--- src/rtl/mem_port_arbiter_if.sv ---
// Request/response bundle between the IF/MEM pipeline stages, the shared
// memory port and the arbiter that sequences them.
interface mem_port_arbiter_if #(
   parameter int unsigned ADDR_W = 32,
   parameter int unsigned DATA_W = 32
);
   // instruction fetch side
   logic              if_req;
   logic [ADDR_W-1:0] if_addr;
   logic              if_valid;
   logic [DATA_W-1:0] if_rdata;
   // data access side
   logic              dm_read;
   logic              dm_write;
   logic [ADDR_W-1:0] dm_addr;
   logic [DATA_W-1:0] dm_wdata;
   logic              dm_valid;
   logic [DATA_W-1:0] dm_rdata;
   // shared memory port
   logic              mem_req;
   logic              mem_we;
   logic [ADDR_W-1:0] mem_addr;
   logic [DATA_W-1:0] mem_wdata;
   logic              mem_ready;
   logic [DATA_W-1:0] mem_rdata;

   // arbiter view
   modport master (
      input  if_req, if_addr, dm_read, dm_write, dm_addr, dm_wdata,
      input  mem_ready, mem_rdata,
      output if_valid, if_rdata, dm_valid, dm_rdata,
      output mem_req, mem_we, mem_addr, mem_wdata
   );

   // pipeline + memory view
   modport slave (
      output if_req, if_addr, dm_read, dm_write, dm_addr, dm_wdata,
      output mem_ready, mem_rdata,
      input  if_valid, if_rdata, dm_valid, dm_rdata,
      input  mem_req, mem_we, mem_addr, mem_wdata
   );
endinterface

--- src/rtl/mem_port_arbiter.sv ---
// Shared single-port memory arbiter: data access first, then instruction
// fetch; freezes the pipeline until both accesses of the cycle complete.
module mem_port_arbiter #(
   parameter int unsigned ADDR_W   = 32,
   parameter int unsigned DATA_W   = 32,
   parameter int unsigned MAX_WAIT = 64
) (
   input  logic                clk,
   input  logic                reset,
   mem_port_arbiter_if.master  bus,
   output logic                pc_hold,
   output logic [1:0]          if_id_regOption,
   output logic [1:0]          id_ex_regOption,
   output logic [1:0]          ex_mem_regOption,
   output logic [1:0]          mem_wb_regOption,
   output logic [31:0]         cnt_stall,
   output logic [31:0]         cnt_dm,
   output logic [31:0]         cnt_if,
   output logic                err_timeout
);

   localparam logic [1:0] OPT_NORMAL = 2'b00;
   localparam logic [1:0] OPT_FLUSH  = 2'b01;
   localparam logic [1:0] OPT_HOLD   = 2'b10;

   localparam int unsigned        WAIT_W   = $clog2(MAX_WAIT + 1);
   localparam logic [WAIT_W-1:0]  WAIT_LIM = WAIT_W'(MAX_WAIT);

   typedef enum logic {
      IDLE      = 1'b0,
      DM_SERVED = 1'b1
   } state_t;

   state_t            state_q, state_d;
   logic [DATA_W-1:0] dm_buf_q, dm_buf_d;
   logic [WAIT_W-1:0] wait_q, wait_d;
   logic              err_q, err_d;
   logic [31:0]       cnt_stall_q, cnt_stall_d;
   logic [31:0]       cnt_dm_q, cnt_dm_d;
   logic [31:0]       cnt_if_q, cnt_if_d;

   logic              dm_need, if_need, dm_done;
   logic              sel_dm, sel_if, hit_dm, hit_if;
   logic              rel, stall;
   logic [ADDR_W-1:0] addr_c;
   logic [DATA_W-1:0] wdata_c;

   // Arbitration and release decode; reset masks both requesters so the
   // port and the pipeline controls are quiet in a reset cycle.
   always_comb begin
      dm_need = (bus.dm_read | bus.dm_write) & ~reset;
      if_need = bus.if_req & ~reset;
      dm_done = (state_q == DM_SERVED);
      sel_dm  = dm_need & ~dm_done;
      sel_if  = ~sel_dm & if_need;
      hit_dm  = sel_dm & bus.mem_ready;
      hit_if  = sel_if & bus.mem_ready;
      rel     = (~dm_need | dm_done | hit_dm) & (~if_need | hit_if);
      stall   = ~rel;
   end

   // FSM next state: remember a data hit until the whole cycle releases.
   always_comb begin
      state_d = state_q;
      if (rel) begin
         state_d = IDLE;
      end else if (hit_dm) begin
         state_d = DM_SERVED;
      end
   end

   // Memory request mux and responses back to the pipeline.
   always_comb begin
      addr_c        = '0;
      wdata_c       = '0;
      bus.mem_we    = 1'b0;
      if (sel_dm) begin
         addr_c     = bus.dm_addr;
         wdata_c    = bus.dm_wdata;
         bus.mem_we = bus.dm_write;
      end else if (sel_if) begin
         addr_c     = bus.if_addr;
      end
      bus.mem_req   = sel_dm | sel_if;
      bus.mem_addr  = addr_c;
      bus.mem_wdata = wdata_c;
      bus.dm_rdata  = hit_dm ? bus.mem_rdata : dm_buf_q;
      bus.if_rdata  = hit_if ? bus.mem_rdata : '0;
      bus.dm_valid  = rel & dm_need;
      bus.if_valid  = rel & if_need;
   end

   // Pipeline freeze controls.
   always_comb begin
      pc_hold          = 1'b0;
      if_id_regOption  = OPT_NORMAL;
      id_ex_regOption  = OPT_NORMAL;
      ex_mem_regOption = OPT_NORMAL;
      mem_wb_regOption = OPT_NORMAL;
      if (stall) begin
         pc_hold          = 1'b1;
         if_id_regOption  = OPT_HOLD;
         id_ex_regOption  = OPT_HOLD;
         ex_mem_regOption = OPT_HOLD;
         mem_wb_regOption = OPT_FLUSH;
      end
   end

   // Next values for data buffer, counters and watchdog.
   always_comb begin
      dm_buf_d    = dm_buf_q;
      if (hit_dm & ~rel) begin
         dm_buf_d = bus.mem_rdata;
      end
      cnt_stall_d = cnt_stall_q + {31'd0, stall};
      cnt_dm_d    = cnt_dm_q + {31'd0, hit_dm};
      cnt_if_d    = cnt_if_q + {31'd0, hit_if};
      wait_d      = '0;
      if (bus.mem_req & ~bus.mem_ready) begin
         // saturates so a long hang cannot wrap back below the limit
         wait_d = (wait_q == WAIT_LIM) ? wait_q : wait_q + WAIT_W'(1);
      end
      err_d       = err_q | (wait_d == WAIT_LIM);
   end

   // State register with synchronous reset.
   always_ff @(posedge clk) begin
      if (reset) begin
         state_q     <= IDLE;
         dm_buf_q    <= '0;
         wait_q      <= '0;
         err_q       <= 1'b0;
         cnt_stall_q <= '0;
         cnt_dm_q    <= '0;
         cnt_if_q    <= '0;
      end else begin
         state_q     <= state_d;
         dm_buf_q    <= dm_buf_d;
         wait_q      <= wait_d;
         err_q       <= err_d;
         cnt_stall_q <= cnt_stall_d;
         cnt_dm_q    <= cnt_dm_d;
         cnt_if_q    <= cnt_if_d;
      end
   end

   assign cnt_stall   = cnt_stall_q;
   assign cnt_dm      = cnt_dm_q;
   assign cnt_if      = cnt_if_q;
   assign err_timeout = err_q;

endmodule

--- src/flat_wrapper.sv ---
// flat-port wrapper written by rule: the top's interface ports become plain ports
module mem_port_arbiter_flat 
#(
   parameter int unsigned ADDR_W   = 32,
   parameter int unsigned DATA_W   = 32,
   parameter int unsigned MAX_WAIT = 64
)
  (clk, reset, pc_hold, if_id_regOption, id_ex_regOption, ex_mem_regOption, mem_wb_regOption, cnt_stall, cnt_dm, cnt_if, err_timeout, bus_if_req, bus_if_addr, bus_dm_read, bus_dm_write, bus_dm_addr, bus_dm_wdata, bus_mem_ready, bus_mem_rdata, bus_if_valid, bus_if_rdata, bus_dm_valid, bus_dm_rdata, bus_mem_req, bus_mem_we, bus_mem_addr, bus_mem_wdata);
  mem_port_arbiter_if #(.ADDR_W(ADDR_W), .DATA_W(DATA_W)) bus_i ();
  input  logic clk;
  input  logic reset;
  output logic pc_hold;
  output logic [1:0] if_id_regOption;
  output logic [1:0] id_ex_regOption;
  output logic [1:0] ex_mem_regOption;
  output logic [1:0] mem_wb_regOption;
  output logic [31:0] cnt_stall;
  output logic [31:0] cnt_dm;
  output logic [31:0] cnt_if;
  output logic err_timeout;
  input wire logic [$bits(bus_i.if_req)-1:0] bus_if_req;
  input wire logic [$bits(bus_i.if_addr)-1:0] bus_if_addr;
  input wire logic [$bits(bus_i.dm_read)-1:0] bus_dm_read;
  input wire logic [$bits(bus_i.dm_write)-1:0] bus_dm_write;
  input wire logic [$bits(bus_i.dm_addr)-1:0] bus_dm_addr;
  input wire logic [$bits(bus_i.dm_wdata)-1:0] bus_dm_wdata;
  input wire logic [$bits(bus_i.mem_ready)-1:0] bus_mem_ready;
  input wire logic [$bits(bus_i.mem_rdata)-1:0] bus_mem_rdata;
  output wire logic [$bits(bus_i.if_valid)-1:0] bus_if_valid;
  output wire logic [$bits(bus_i.if_rdata)-1:0] bus_if_rdata;
  output wire logic [$bits(bus_i.dm_valid)-1:0] bus_dm_valid;
  output wire logic [$bits(bus_i.dm_rdata)-1:0] bus_dm_rdata;
  output wire logic [$bits(bus_i.mem_req)-1:0] bus_mem_req;
  output wire logic [$bits(bus_i.mem_we)-1:0] bus_mem_we;
  output wire logic [$bits(bus_i.mem_addr)-1:0] bus_mem_addr;
  output wire logic [$bits(bus_i.mem_wdata)-1:0] bus_mem_wdata;
  assign bus_i.if_req = bus_if_req;
  assign bus_i.if_addr = bus_if_addr;
  assign bus_i.dm_read = bus_dm_read;
  assign bus_i.dm_write = bus_dm_write;
  assign bus_i.dm_addr = bus_dm_addr;
  assign bus_i.dm_wdata = bus_dm_wdata;
  assign bus_i.mem_ready = bus_mem_ready;
  assign bus_i.mem_rdata = bus_mem_rdata;
  assign bus_if_valid = bus_i.if_valid;
  assign bus_if_rdata = bus_i.if_rdata;
  assign bus_dm_valid = bus_i.dm_valid;
  assign bus_dm_rdata = bus_i.dm_rdata;
  assign bus_mem_req = bus_i.mem_req;
  assign bus_mem_we = bus_i.mem_we;
  assign bus_mem_addr = bus_i.mem_addr;
  assign bus_mem_wdata = bus_i.mem_wdata;
  mem_port_arbiter #(.ADDR_W(ADDR_W), .DATA_W(DATA_W), .MAX_WAIT(MAX_WAIT)) u_core (.clk(clk), .reset(reset), .bus(bus_i), .pc_hold(pc_hold), .if_id_regOption(if_id_regOption), .id_ex_regOption(id_ex_regOption), .ex_mem_regOption(ex_mem_regOption), .mem_wb_regOption(mem_wb_regOption), .cnt_stall(cnt_stall), .cnt_dm(cnt_dm), .cnt_if(cnt_if), .err_timeout(err_timeout));
endmodule
--- config.mk ---
export PLATFORM = sky130hd
export DESIGN_NAME = mem_port_arbiter_flat
export DESIGN_NICKNAME = d
export VERILOG_FILES = /design/src/rtl/mem_port_arbiter_if.sv /design/src/rtl/mem_port_arbiter.sv /design/src/flat_wrapper.sv
export SDC_FILE = /design/constraint.sdc
export NUM_CORES = 1
export LEC_CHECK = 0
export CAP_MARGIN = 20
export CORE_AREA = 8 8 150 152
export DETAILED_ROUTE_END_ITERATION = 16
export DIE_AREA = 0 0 158 160
export HOLD_SLACK_MARGIN = 0.02
export MAX_ROUTING_LAYER = met4
export PLACE_DENSITY = 0.75
export SLEW_MARGIN = 20
export SYNTH_ARGS = -nofsm -noshare
export SYNTH_HDL_FRONTEND = slang
export SYNTH_SLANG_ARGS = --single-unit
--- constraint.sdc ---
create_clock -name clk -period 3.6 [get_ports clk]
set_input_delay 0.54 -clock clk [delete_from_list [all_inputs] [get_ports clk]]
set_output_delay 0.54 -clock clk [all_outputs]
set_load 0.03 [all_outputs]
== Word level (Yosys, flattened, before mapping) ==
Index checks and enable logic that the tools add are counted.

* Output and inout bits: 238
* Input bits: 134
* Word-level logic and storage cells: 49
* Register bits: 137

* Equal/unequal tests: 2
* Bitwise gates (word level): 24
* Muxes and demuxes: 11
* Add/sub/neg operators: 4
* Reduce and logical (&&, ||, !) cells: 1

{| class="wikitable"
|+ Operators by type and width
! operator !! count
|-
| $mux 32 || 5
|-
| $add 32x1->32 || 3
|-
| $eq 7x7->1 const B || 2
|-
| $mux 7 || 2
|-
| $and 1x1->1 || 11
|-
| $add 7x1->7 const B || 1
|-
| $not 1->1 || 7
|-
| $or 1x1->1 || 6
|-
| $mux 1 || 3
|-
| $mux 2 || 1
|-
| $reduce_or 2->1 || 1
|}

== Longest topological paths before layout ==
Gate-level depths: netlist of run 1.

* Word-level depth: 10
* Mapped depth: 12
* Gate-level depth less buffers: 10

== Worst setup path before layout of run 1 ==
Ideal clock, no wire load.

* Kind: in2reg
* Start: input reset
* End: register u_core.cnt_stall_q[30] (netlist: u_core.cnt_stall[30])
* Slack: -0.144 ns
* Data arrival time: 3.623 ns
* Cell stages on the path: 12
* Path through: clkbuf_1 > nor3_1 > clkbuf_1 > nand2_1 > nand2_1 > ha_1 > ha_1 > nand4_1 > or3_1 > clkbuf_1 > nor4_1 > mux2_2

* Word-level cells in the longest chain between the ends: 10
* Elaborated cells between the ends (all ways): 16
* Classes of those cells: add/sub (1); bitwise (15)

{| class="wikitable"
|+ Ends and longest elaborated chain
! item !! RTL line !! text
|-
| from (decl) || flat_wrapper.sv:11 || <nowiki>input logic reset;</nowiki>
|-
| $not 1->1 || mem_port_arbiter.sv:51, mem_port_arbiter.sv:52 ||
|-
| $and 1x1->1 || mem_port_arbiter.sv:51 || <nowiki>dm_need = (bus.dm_read | bus.dm_write) & ~reset;</nowiki>
|-
| $and 1x1->1 || mem_port_arbiter.sv:54 || <nowiki>sel_dm = dm_need & ~dm_done;</nowiki>
|-
| $not 1->1 || mem_port_arbiter.sv:55 || <nowiki>sel_if = ~sel_dm & if_need;</nowiki>
|-
| $and 1x1->1 || mem_port_arbiter.sv:55 ||
|-
| $and 1x1->1 || mem_port_arbiter.sv:57 || <nowiki>hit_if = sel_if & bus.mem_ready;</nowiki>
|-
| $or 1x1->1 || mem_port_arbiter.sv:58 || <nowiki>rel = (~dm_need | dm_done | hit_dm) & (~if_need | hit_if);</nowiki>
|-
| $and 1x1->1 || mem_port_arbiter.sv:58 ||
|-
| $not 1->1 || mem_port_arbiter.sv:59 || <nowiki>stall = ~rel;</nowiki>
|-
| $add 32x1->32 || mem_port_arbiter.sv:115 || <nowiki>cnt_stall_d = cnt_stall_q + {31'd0, stall};</nowiki>
|-
| to (signal assigned) || mem_port_arbiter.sv:141 || <nowiki>cnt_stall_q <= cnt_stall_d;</nowiki>
|-
| to (decl) || mem_port_arbiter.sv:38 || <nowiki>logic [31:0] cnt_stall_q, cnt_stall_d;</nowiki>
|}

Parallel ways exist; a longest one is shown, timed or not.
A chain may end at the register's enable or synchronous reset.

== Worst setup path in the final report of run 1 ==
* Start: input bus_dm_write
* End: output bus_dm_rdata[5]

* Word-level cells in the longest chain between the ends: 5

{| class="wikitable"
|+ Ends and longest elaborated chain
! item !! RTL line !! text
|-
| from (decl) || flat_wrapper.sv:24 || <nowiki>input wire logic [$bits(bus_i.dm_write)-1:0] bus_dm_write;</nowiki>
|-
| $or 1x1->1 || mem_port_arbiter.sv:51 ||
|-
| $and 1x1->1 || mem_port_arbiter.sv:51 ||
|-
| $and 1x1->1 || mem_port_arbiter.sv:54 ||
|-
| $and 1x1->1 || mem_port_arbiter.sv:56 || <nowiki>hit_dm = sel_dm & bus.mem_ready;</nowiki>
|-
| $mux 32 || mem_port_arbiter.sv:87 || <nowiki>bus.dm_rdata = hit_dm ? bus.mem_rdata : dm_buf_q;</nowiki>
|-
| to (decl) || flat_wrapper.sv:32 || <nowiki>output wire logic [$bits(bus_i.dm_rdata)-1:0] bus_dm_rdata;</nowiki>
|}

Every way passes these cells.

==> metrics.md, run 1 <==
| Metric | Value |
|---|---|
| Clk_skew | 0.0106 ns |
| Maximum vdd ir drop | 0.000217 V |
| Via count | 7786 |
| Routed length per placed instance | 18.7 um |
| Hold Path Class | primary input to register |
| Sink Count | 137 |
| Row count | 52 |
| Slew HR | 0.454 |
| NetSw | 1060 uW |
| Crit Path Category | primary input to output port |
| XOR/XNOR share of the synthesized area | 0.0456 |
| Final hold slack | 0.371 ns |
| Fin. max-slew vios | 0 |
| Post-route DRC | 0 |
| CP endpoint kind | output port |
| Starting DRT DRC Count | 489 |
| Comb pwr share | 0.188 |
| Gates resized, CTS repair | 0 |
| Mean Syn Cell Area | 8.23 sq um |
| GRT Resource Usage Total | 0.223 |
| TritonCTS clock tree | done |
| Share of layout cells above drive strength 1 | 0.123 |
| EDFF count, synth | 0 |
| Cell taking the most area after synthesis | dfxtp_1 |
| Number of global-route vias before repair | 7589 |
| Leakage power | 0.00424 uW |
| Avg Vias per Cell | 5.14 |
| Setup violators final | 0 |
| Worst slew pin tran | 0.818 ns |
| TNS Setup | 0 ns |
| Post-route cell area | 11700 sq um |
| Initial antenna violation count | 1 |
| Placed Cells incl. Taps | 1481 |
| Flop pwr share | 0.402 |
| Later-pin clock latency in the skew report | 0.42 ns |
| Die Span X | 158 um |
| Post-synth ARST share | 0 |
| Layout Nets | 1372 |
| 1st-pass router iterations | 5 |
| Maximum number of pins on one net before global-route repair | 82 |
| Hold Fails Final Rpt | 0 |
| Req. time, crit path | 3.06 ns |
| Detailed Place HPWL | 22400 um |
| Synth Area in Compound Gates | 0.150 |
| Gpl congestion | 0.854 |
| First-pass GRT wire length | 43000 um |
| Total core area | 20000 sq um |
| Distinct cells, synth | 45 |
| Post-CTS setup buffers | 0 |
| Int Power | 2770 uW |
| Top post-synthesis cells by area | dfxtp_1 (38%), mux2_2 (6.5%), a21oi_1 (5.7%) |
| Hold_buf cts | 0 |
| Crit path DAT | 2.74 ns |
| Initial core utilization | 0.365 |
| Register area share after synthesis | 0.375 |
| Crit share post-route | 0.910 |
| Outcome | finished clean |
| Switch share | 0.277 |
| Critical-path maximum fanout | 9 |
| DRT Wirelength | 28300 um |
| Reg-to-reg critical path startpoint | u_core.dm_done$_SDFFE_PP0N_ |
| Root buffer cell | clkbuf_16 |
| Simple-gate share of the synthesized area | 0.298 |
| Finished Core Util | 0.584 |
| Clock Power Share | 0.410 |
| Htree depth | 4 |
| ANT nets after route | 0 |
| Ys Warns | 0 |
| Area share of the largest cell type after synthesis | 0.375 |
| Mapped Area | 7300 sq um |
| Global route overflow | 0 |
| Pwr Density | 328 nW/um^2 |
| Max Cap Viol | 0 |
| Gate count after technology mapping | 888 |
| PortBufs | 367 |
| Clock Path Buffers | 2 |
| Hold Startpoint | reset |
| Commonest cells in the netlist | dfxtp_1 (137), nand2_1 (102), a21oi_1 (83), nor2_1 (54), clkbuf_1 (51) |
| Setup crit start | bus_dm_write |
| Mux contribution to synthesized area | 0.0647 |
| Count of state elements after synthesis | 137 |
| Clock period minus worst slack | 3.28 ns |
| Ports | 372 |
| DIE AREA | 25300 sq um |
| Clock transition at path regs | 0.06 ns |
| Largest family of logic cells by synthesized area | simple AND/OR/NAND/NOR gates |
| Die Y | 160 um |
| Final cell count without fillers | 1514 |
| Cts bufs inserted | 17 |
| CP startpoint kind | primary input |
| Most common flop cell mapped by yosys | dfxtp_1 |
| RSZ-0062 raised after global routing | no |
| Max Freq | 0.305 GHz |
| Post-DP Area | 11200 sq um |
| Layout area overhead | 60.3% |
| Adder-cell share of the synthesized area | 0.0151 |
| Most numerous cell in the Yosys netlist | dfxtp_1 |
==> area by class of cell <==
cell class | count | area [sq um]
clock inverters | 14 | 98.8
fillers | 1836 | 8330
diodes | 1 | 2.50
repair buffers | 386 | 3780
multi-input cells | 668 | 4230
clock buffers | 18 | 439
inverters | 20 | 75.1
well taps | 270 | 338
flip-flops and latches | 137 | 2740
==> worst max-delay path, stage by stage <==
cell and delay (ns):
clkdlybuf4s50_1 0.53, o21ba_2 0.17, and3_2 0.34, buf_4 0.21, mux2_2 0.33, clkdlybuf4s50_1 0.61
==> layout by cell type, fill, tap and decap left out, types with 3 or more instances in the layout <==
master           count
clkdlybuf4s50_1    319
dfxtp_1            137
nand2_1            102
a21oi_1             83
buf_4               60
nor2_1              53
mux2_2              42
and2_1              39
and3_1              37
or4_1               34
a22o_1              32
o31ai_1             28
nand3_1             26
nand4_1             23
or3_1               22
xor2_1              22
o21ai_0             21
inv_1               20
clkbuf_16           17
xnor2_1             16
nor2b_1             15
nor3_1              14
and4_1              13
nor4_1               9
ha_1                 8
buf_12               7
clkinv_2             5
conb_1               4
clkinvlp_4           4
clkinv_4             3
==> final timing paths <==
| kind | to | slack, ns | depth (start not counted) |
|---|---|---|---|
| setup reg to reg | u_core.cnt_stall[30]$_SDFF_PP0_ | 0.70 | 9 |
| hold / removal | u_core.dm_buf_q[15]$_SDFFE_PP0P_ | 0.37 | 2 |
| setup / recovery | bus_dm_rdata[5] | 0.32 | 6 |
| hold reg to reg | u_core.dm_buf_q[23]$_SDFFE_PP0P_ | 0.46 | 2 |
==> stage by stage <==
step / total power (uW) / worst slack (ns)
after floorplan: 1920 / 0.000901
after global placement: 2300 / 0.129
after detailed placement: 2300 / 0.0520
after CTS: 3880 / 0.320
after global routing: 3990 / 0.253
final: 3840 / 0.324
==> layer usage <==
layer | vias up | wire length (um) | track usage
li1 | 3886 | - | -
met1 | 3620 | 11600 | 0.254
met2 | 259 | 14600 | 0.387
met3 | 21 | 1640 | 0.0499
met4 | 0 | 448 | 0.0587
met5 | - | 0 | -
==> cell families after synthesis <==
kind of cell / Yosys count
AND/OR/NAND/NOR: 401
AO/OA/AOI/OAI: 174
adder cells (fa/ha/maj): 9
other: 1
XOR/XNOR: 38
flip-flops: 137
buffers and inverters: 86
multiplexers: 42
==> registers in the layout, summed over array words and instances, names as in the netlist <==
name and flops:
u_core.wait_q 7, u_core.dm_done 1, u_core.err_timeout 1, u_core.dm_buf_q 32, u_core.cnt_stall 32, u_core.cnt_dm 32, u_core.cnt_if 32
==> power by group through the flow <==
stage	sequential, uW	combinational (uW)	clock (uW)
floorplan	1580	341	0
global placement	1580	725	0
detailed placement	1580	726	0
CTS	1540	728	1610
global route	1540	758	1690
finish	1540	720	1570
No activity file was read; power rests on OpenSTA's default activity.
==> run 2: changes to the inputs <==
--- a/config.mk
+++ b/config.mk
@@ -6,12 +6,12 @@
 export NUM_CORES = 1
 export LEC_CHECK = 0
 export CAP_MARGIN = 20
-export CORE_AREA = 8 8 150 152
+export CORE_AREA = 8 8 138 140
 export DETAILED_ROUTE_END_ITERATION = 16
-export DIE_AREA = 0 0 158 160
+export DIE_AREA = 0 0 146 148
 export HOLD_SLACK_MARGIN = 0.02
 export MAX_ROUTING_LAYER = met4
-export PLACE_DENSITY = 0.75
+export PLACE_DENSITY = 0.85
 export SLEW_MARGIN = 20
 export SYNTH_ARGS = -nofsm -noshare
 export SYNTH_HDL_FRONTEND = slang
==> constraint.sdc (replaced) <==
create_clock -name clk -period 4 [get_ports clk]
set_input_delay 0.6 -clock clk [delete_from_list [all_inputs] [get_ports clk]]
set_output_delay 0.6 -clock clk [all_outputs]
set_load 0.03 [all_outputs]
==> metrics.md, run 2 (synthesis results as in run 1) <==
| Metric | Value |
|---|---|
| Outcome | finished clean |
| Post-CTS setup buffers | 0 (unchanged) |
| Slew HR | 0.459 (+0.00422) |
| Slowest CP cell | clkdlybuf4s50_1 |
| Clock Path Buffers | 2 (unchanged) |
| Via count | 7930 (+1.8%) |
| Crit path DAT | 2.84 ns (+0.10 ns) |
| Gpl congestion | 0.889 (+4.1%) |
| Layout Nets | 1366 (-0.44%) |
| First-pass GRT wire length | 42500 um (-1.1%) |
| Placed Cells incl. Taps | 1430 (-3.4%) |
| Routed length per placed instance | 19.1 um (+2.4%) |
| N_diodes | 0 (-1) |
| DRT Wirelength | 28000 um (-1.1%) |
| Die Span X | 146 um (-7.6%) |
| Later-pin clock latency in the skew report | 0.41 ns (about the same) |
| Share of layout cells above drive strength 1 | 0.0905 (-0.0325) |
| Hold Path Class | register to register |
| Starting DRT DRC Count | 545 (+11%) |
| Initial antenna violation count | 0 (-1) |
| Multi-input gate area | 4220 sq um (-0.18%) |
| Hold Fails Final Rpt | 0 (unchanged) |
| PortBufs | 367 (unchanged) |
| TritonCTS clock tree | done |
| Ports | 372 (unchanged) |
| Layout area overhead | 60.3% (about the same) |
| TNS Setup | 0 ns (unchanged) |
| Fillers | 1363 (-26%) |
| Maximum number of pins on one net before global-route repair | 80 (-2.4%) |
| Clock period minus worst slack | 3.44 ns |
| Setup violators final | 0 (unchanged) |
| Crit Path Category | primary input to output port |
| Reg-to-reg critical path startpoint | u_core.dm_done$_SDFFE_PP0N_ |
| Final cell count without fillers | 1462 (-3.4%) |
| Post-route DRC | 0 (unchanged) |
| DIE AREA | 21600 sq um (-15%) |
| Row count | 48 (-7.7%) |
| Setup crit end | bus_dm_rdata[21] |
| Highest-count cells in the layout ignoring fill and taps | clkdlybuf4s50_1 (353), dfxtp_1 (137), nand2_1 (102) |
| Cts bufs inserted | 17 (unchanged) |
| R2R setup slack | 1.01 ns (+0.31 ns) |
| Max Freq | 0.290 GHz |
| Leading cell type in the layout, fill and taps excluded | clkdlybuf4s50_1 |
| Htree depth | 4 (unchanged) |
| Crit-path leading delay family | buffers and inverters |
| Gates resized, CTS repair | 0 (unchanged) |
| Worst Path Buf+Inv | 3 (unchanged) |
| Clk_skew | 0.00973 ns (-0.000854 ns) |
| Crit share post-route | 0.861 |
| Root buffer cell | clkbuf_16 |
| Hold_buf cts | 0 (unchanged) |
| CP endpoint kind | output port |
| Initial core utilization | 0.431 (+0.0668) |
| Worst slew pin tran | 0.812 ns (-0.00634 ns) |
| Maximum vdd ir drop | 0.000257 V (+19%) |
| Leakage power | 0.00418 uW (-1.6%) |
| Levels on crit path | 6 (unchanged) |
| Die Y | 148 um (-7.5%) |
| Worst r2r dst | u_core.cnt_stall[30]$_SDFF_PP0_ |
| Detailed Place HPWL | 22100 um (-1.3%) |
| ANT nets after route | 0 (unchanged) |
| RSZ-0062 raised after global routing | no |
| Number of global-route vias before repair | 7594 (+0.066%) |
| Finished Core Util | 0.691 (+0.107) |
| Global route overflow | 0 (unchanged) |
| CP startpoint kind | primary input |
| Req. time, crit path | 3.40 ns (+0.34 ns) |
| Clock transition at path regs | 0.06 ns (about the same) |
| Register area | 2740 sq um (unchanged) |
| Setup crit start | bus_dm_write |
| Post-place setup slack | 0.269 ns (+0.217 ns) |
| Worst Reg-to-Reg Cells | 9 (unchanged) |
| Worst path max stage delay | 0.62 ns (about the same) |
| Sink Count | 137 (unchanged) |
| Critical-path maximum fanout | 27 (+18) |
| Setup ws final | 0.555 ns (+0.231 ns) |
| GRT Resource Usage Total | 0.254 (+0.0310) |
| Pwr Density | 314 nW/um^2 (-4.1%) |
| Crit path top cell by count | clkdlybuf4s50_1 |
| Crit-path cells | clkdlybuf4s50_1 > o21ba_2 > and3_1 > buf_4 > mux2_2 > clkdlybuf4s50_1 |
| Avg Vias per Cell | 5.42 (+5.5%) |
| Max Cap Viol | 0 (unchanged) |
| Fin. max-slew vios | 0 (unchanged) |
| 1st-pass router iterations | 6 (+1) |
| Total core area | 16900 sq um (-15%) |
## run 2: changes by cell type in the layout (fill, tap and decap cells not counted)
cell / previous run / this run
and3_1: 37 / 38
and3_2: 1 / 0
buf_12: 7 / 2
buf_4: 60 / 25
bufinv_16: 0 / 3
clkbuf_8: 1 / 3
clkdlybuf4s50_1: 319 / 353
clkinv_2: 5 / 1
clkinvlp_4: 4 / 2
diode_2: 1 / 0
inv_6: 2 / 3
nor3_2: 1 / 2
nor3_4: 1 / 0
## run 2: worst min-delay path, cell delays in order (launching register included)
cell and delay, ns:
dfxtp_1 0.30, nand2_1 0.05, a21oi_1 0.05
## run 2: cell type report
cell class / instances / share of cell area
tap: 225 / 0.0240
timing repair buffer: 380 / 0.321
clock inverter: 12 / 0.0139
sequential: 137 / 0.234
multi-input combinational: 668 / 0.360
inverter: 20 / 0.00641
clock buffer: 20 / 0.0399
## run 2: power by group
group	internal [uW]	switching (uW)
sequential	1380	9.20
clock	1040	604
combinational	307	342
total	2720	955
## run 2: worst min-delay path by stage
stage,cells past startpoint,endpoint,from
5_1_grt,2,u_core.dm_buf_q[17]$_SDFFE_PP0P_,reset
3_3_place_gp,2,u_core.dm_buf_q[11]$_SDFFE_PP0P_,u_core.dm_buf_q[11]$_SDFFE_PP0P_
4_1_cts,2,u_core.dm_buf_q[17]$_SDFFE_PP0P_,reset
6_report,2,u_core.dm_buf_q[29]$_SDFFE_PP0P_,u_core.dm_buf_q[29]$_SDFFE_PP0P_
3_5_place_dp,2,u_core.dm_buf_q[29]$_SDFFE_PP0P_,u_core.dm_buf_q[29]$_SDFFE_PP0P_
2_1_floorplan,2,u_core.dm_buf_q[0]$_SDFFE_PP0P_,u_core.dm_buf_q[0]$_SDFFE_PP0P_
## run 2: per-layer routing
metal | share of wire | track usage | vias up
met5 | 0 | - | -
met4 | 0.028 | 0.0958 | 0
met3 | 0.067 | 0.0700 | 42
met2 | 0.52 | 0.444 | 297
met1 | 0.39 | 0.272 | 3724
li1 | - | - | 3867
## run 2: stage by stage
| stage | area (sq um) | total power (uW) | hold WS [ns] |
|---|---|---|---|
| after floorplan | 7320 | 1730 | 0.434 |
| after global placement | 11100 | 2060 | 0.439 |
| after detailed placement | 11100 | 2070 | 0.447 |
| after CTS | 11700 | 3710 | 0.453 |
| after global routing | 11700 | 3800 | 0.457 |
| final | 11700 | 3680 | 0.452 |
==> patch, RTL diff (flow settings as in run 1) <==
`MAX_WAIT` is set to 64 in 2 places; all go to 32.
--- a/src/rtl/mem_port_arbiter.sv
+++ b/src/rtl/mem_port_arbiter.sv
@@ -3,7 +3,7 @@
 module mem_port_arbiter #(
    parameter int unsigned ADDR_W   = 32,
    parameter int unsigned DATA_W   = 32,
-   parameter int unsigned MAX_WAIT = 64
+   parameter int unsigned MAX_WAIT = 32
 ) (
    input  logic                clk,
    input  logic                reset,
--- a/src/flat_wrapper.sv
+++ b/src/flat_wrapper.sv
@@ -3,7 +3,7 @@
 #(
    parameter int unsigned ADDR_W   = 32,
    parameter int unsigned DATA_W   = 32,
-   parameter int unsigned MAX_WAIT = 64
+   parameter int unsigned MAX_WAIT = 32
 )
   (clk, reset, pc_hold, if_id_regOption, id_ex_regOption, ex_mem_regOption, mem_wb_regOption, cnt_stall, cnt_dm, cnt_if, err_timeout, bus_if_req, bus_if_addr, bus_dm_read, bus_dm_write, bus_dm_addr, bus_dm_wdata, bus_mem_ready, bus_mem_rdata, bus_if_valid, bus_if_rdata, bus_dm_valid, bus_dm_rdata, bus_mem_req, bus_mem_we, bus_mem_addr, bus_mem_wdata);
   mem_port_arbiter_if #(.ADDR_W(ADDR_W), .DATA_W(DATA_W)) bus_i ();
Check against the original RTL: no difference found for any inputs over 10 cycles, from zero or initial values and one cycle with reset high; that may be too few to reach the edited logic, so the function may still have changed.
==> patch against run 1 <==
- register-to-register slack gained 0.08 ns
- clock skew shrank 0.00093 ns
- sequential cell count shrank 1
- worst setup slack gained 0.0042 ns
- largest power group unchanged
- area after synthesis shrank 0.74%
- sequential share of layout area shrank 0.25 points
- highest routed layer unchanged
- final area grew 0.32%
- routed wire length grew 1.1%
- power grew 8.6%
==> patch: results (changes against run 1) <==
RUN_STATUS='finished, final reports clean'
YOSYS.CELL_TYPES.COUNT=41  # -8.9%
GRT.TOTAL_USAGE=0.225  # +0.00145
NETS=1357  # -1.1%
FINCLKSKEW_NS=0.00965  # -0.000932 ns
SYNTH_SEQ_AREA_SHARE=0.375  # about the same
DRIVE_ABOVE_1_SHARE=0.0814  # -0.0417
SLEW_HEADROOM=0.300  # -0.154
CRIT_ARRIVAL_NS=2.73  # about the same
GRT_MAX_DEGREE=103  # +26%
PLACEDCELLCOUNT=1466  # -1.0%
FILLCELLCOUNT=1827  # -0.49%
WL_MICRONS=28600  # +1.1%
CP_SLOWEST_STAGE_DELAY_NS=0.63  # +0.02 ns
NETLIST_TOP_CELLS_AREA='sky130_fd_sc_hd__dfxtp_1 (38%), sky130_fd_sc_hd__and3_1 (6.6%), sky130_fd_sc_hd__mux2_1 (5.4%)'
FINALCRITICALPERIOD_NS=3.27  # -0.00423 ns
PATH_MAX_FANOUT=34  # +25
IRDROPWORSTVDD_uV=308  # +42%
POSTSYNTHCELLCOUNT=879  # -1.0%
NUMBER_OF_VIAS_AFTER_DETAILED_ROUTING=7915  # +1.7%
SYNTH_TOP_CELLS_BY_COUNT='sky130_fd_sc_hd__dfxtp_1 (136), sky130_fd_sc_hd__nand2_1 (95), sky130_fd_sc_hd__and3_1 (76)'
ROUTEDWLPERCELL_MICRONS=19.1  # +2.2%
HOLDPATHEND='u_core.cnt_if[0]'
INITIAL_ANTENNA_VIOLATION_COUNT=0  # -1
CRITICAL_PATH.REG2REG.ENDPOINT='u_core.cnt_stall[18]'
NUMBER_OF_ANTENNA_DIODES=0  # -1
DP.FINAL_HPWL_MICRONS=22200  # -1.2%
LEAKAGEPOWER_nW=4.38  # +3.3%
CELL_DEPTH_OF_THE_WORST_FLOP_TO_FLOP_PATH=10  # +1
## patch: cell families after synthesis
logic type	after synthesis	share of synthesized area
xor+xnor	42	0.0507
fa+ha+maj	8	0.0138
compound gates	158	0.141
other cells	1	0.000517
simple gates	399	0.297
flops	136	0.375
mux	44	0.0682
buf+inv	91	0.0530
## patch: power breakdown
group          switching (W)  internal, W
combinational       0.000393     0.000349
sequential        0.00000980      0.00152
clock               0.000678      0.00121
## patch: per-layer routing
layer,part of all wire,vias up,GRT usage
met5,0,-,-
met4,0.018,0,0.0648
met3,0.086,47,0.0756
met2,0.47,310,0.352
met1,0.42,3697,0.269
li1,-,3861,-
## patch: worst reg2reg max path, cell delays in order (launching register included)
cell	delay, ns
sky130_fd_sc_hd__dfxtp_1	0.34
sky130_fd_sc_hd__o21bai_1	0.19
sky130_fd_sc_hd__a211o_1	0.32
sky130_fd_sc_hd__nand2_1	0.13
sky130_fd_sc_hd__ha_1	0.21
sky130_fd_sc_hd__ha_1	0.20
sky130_fd_sc_hd__nand3_1	0.10
sky130_fd_sc_hd__or3_1	0.50
sky130_fd_sc_hd__buf_4	0.22
sky130_fd_sc_hd__or4_1	0.39
sky130_fd_sc_hd__a21oi_1	0.14
## patch: final cells by class
class,count,share of cell area
clock buffer,20,0.0397
clock inverter,12,0.0147
inverter,15,0.00479
multi-input combinational,655,0.355
sequential,136,0.232
tap,270,0.0288
timing repair buffer,390,0.325
## patch: metrics by stage
stage / hold WS [ns] / util
6_report: 0.403 / 0.586
4_1_cts: 0.368 / 0.586
2_1_floorplan: 0.432 / -
3_3_place_gp: 0.438 / 0.554
5_1_grt: 0.379 / 0.586
3_5_place_dp: 0.446 / 0.554
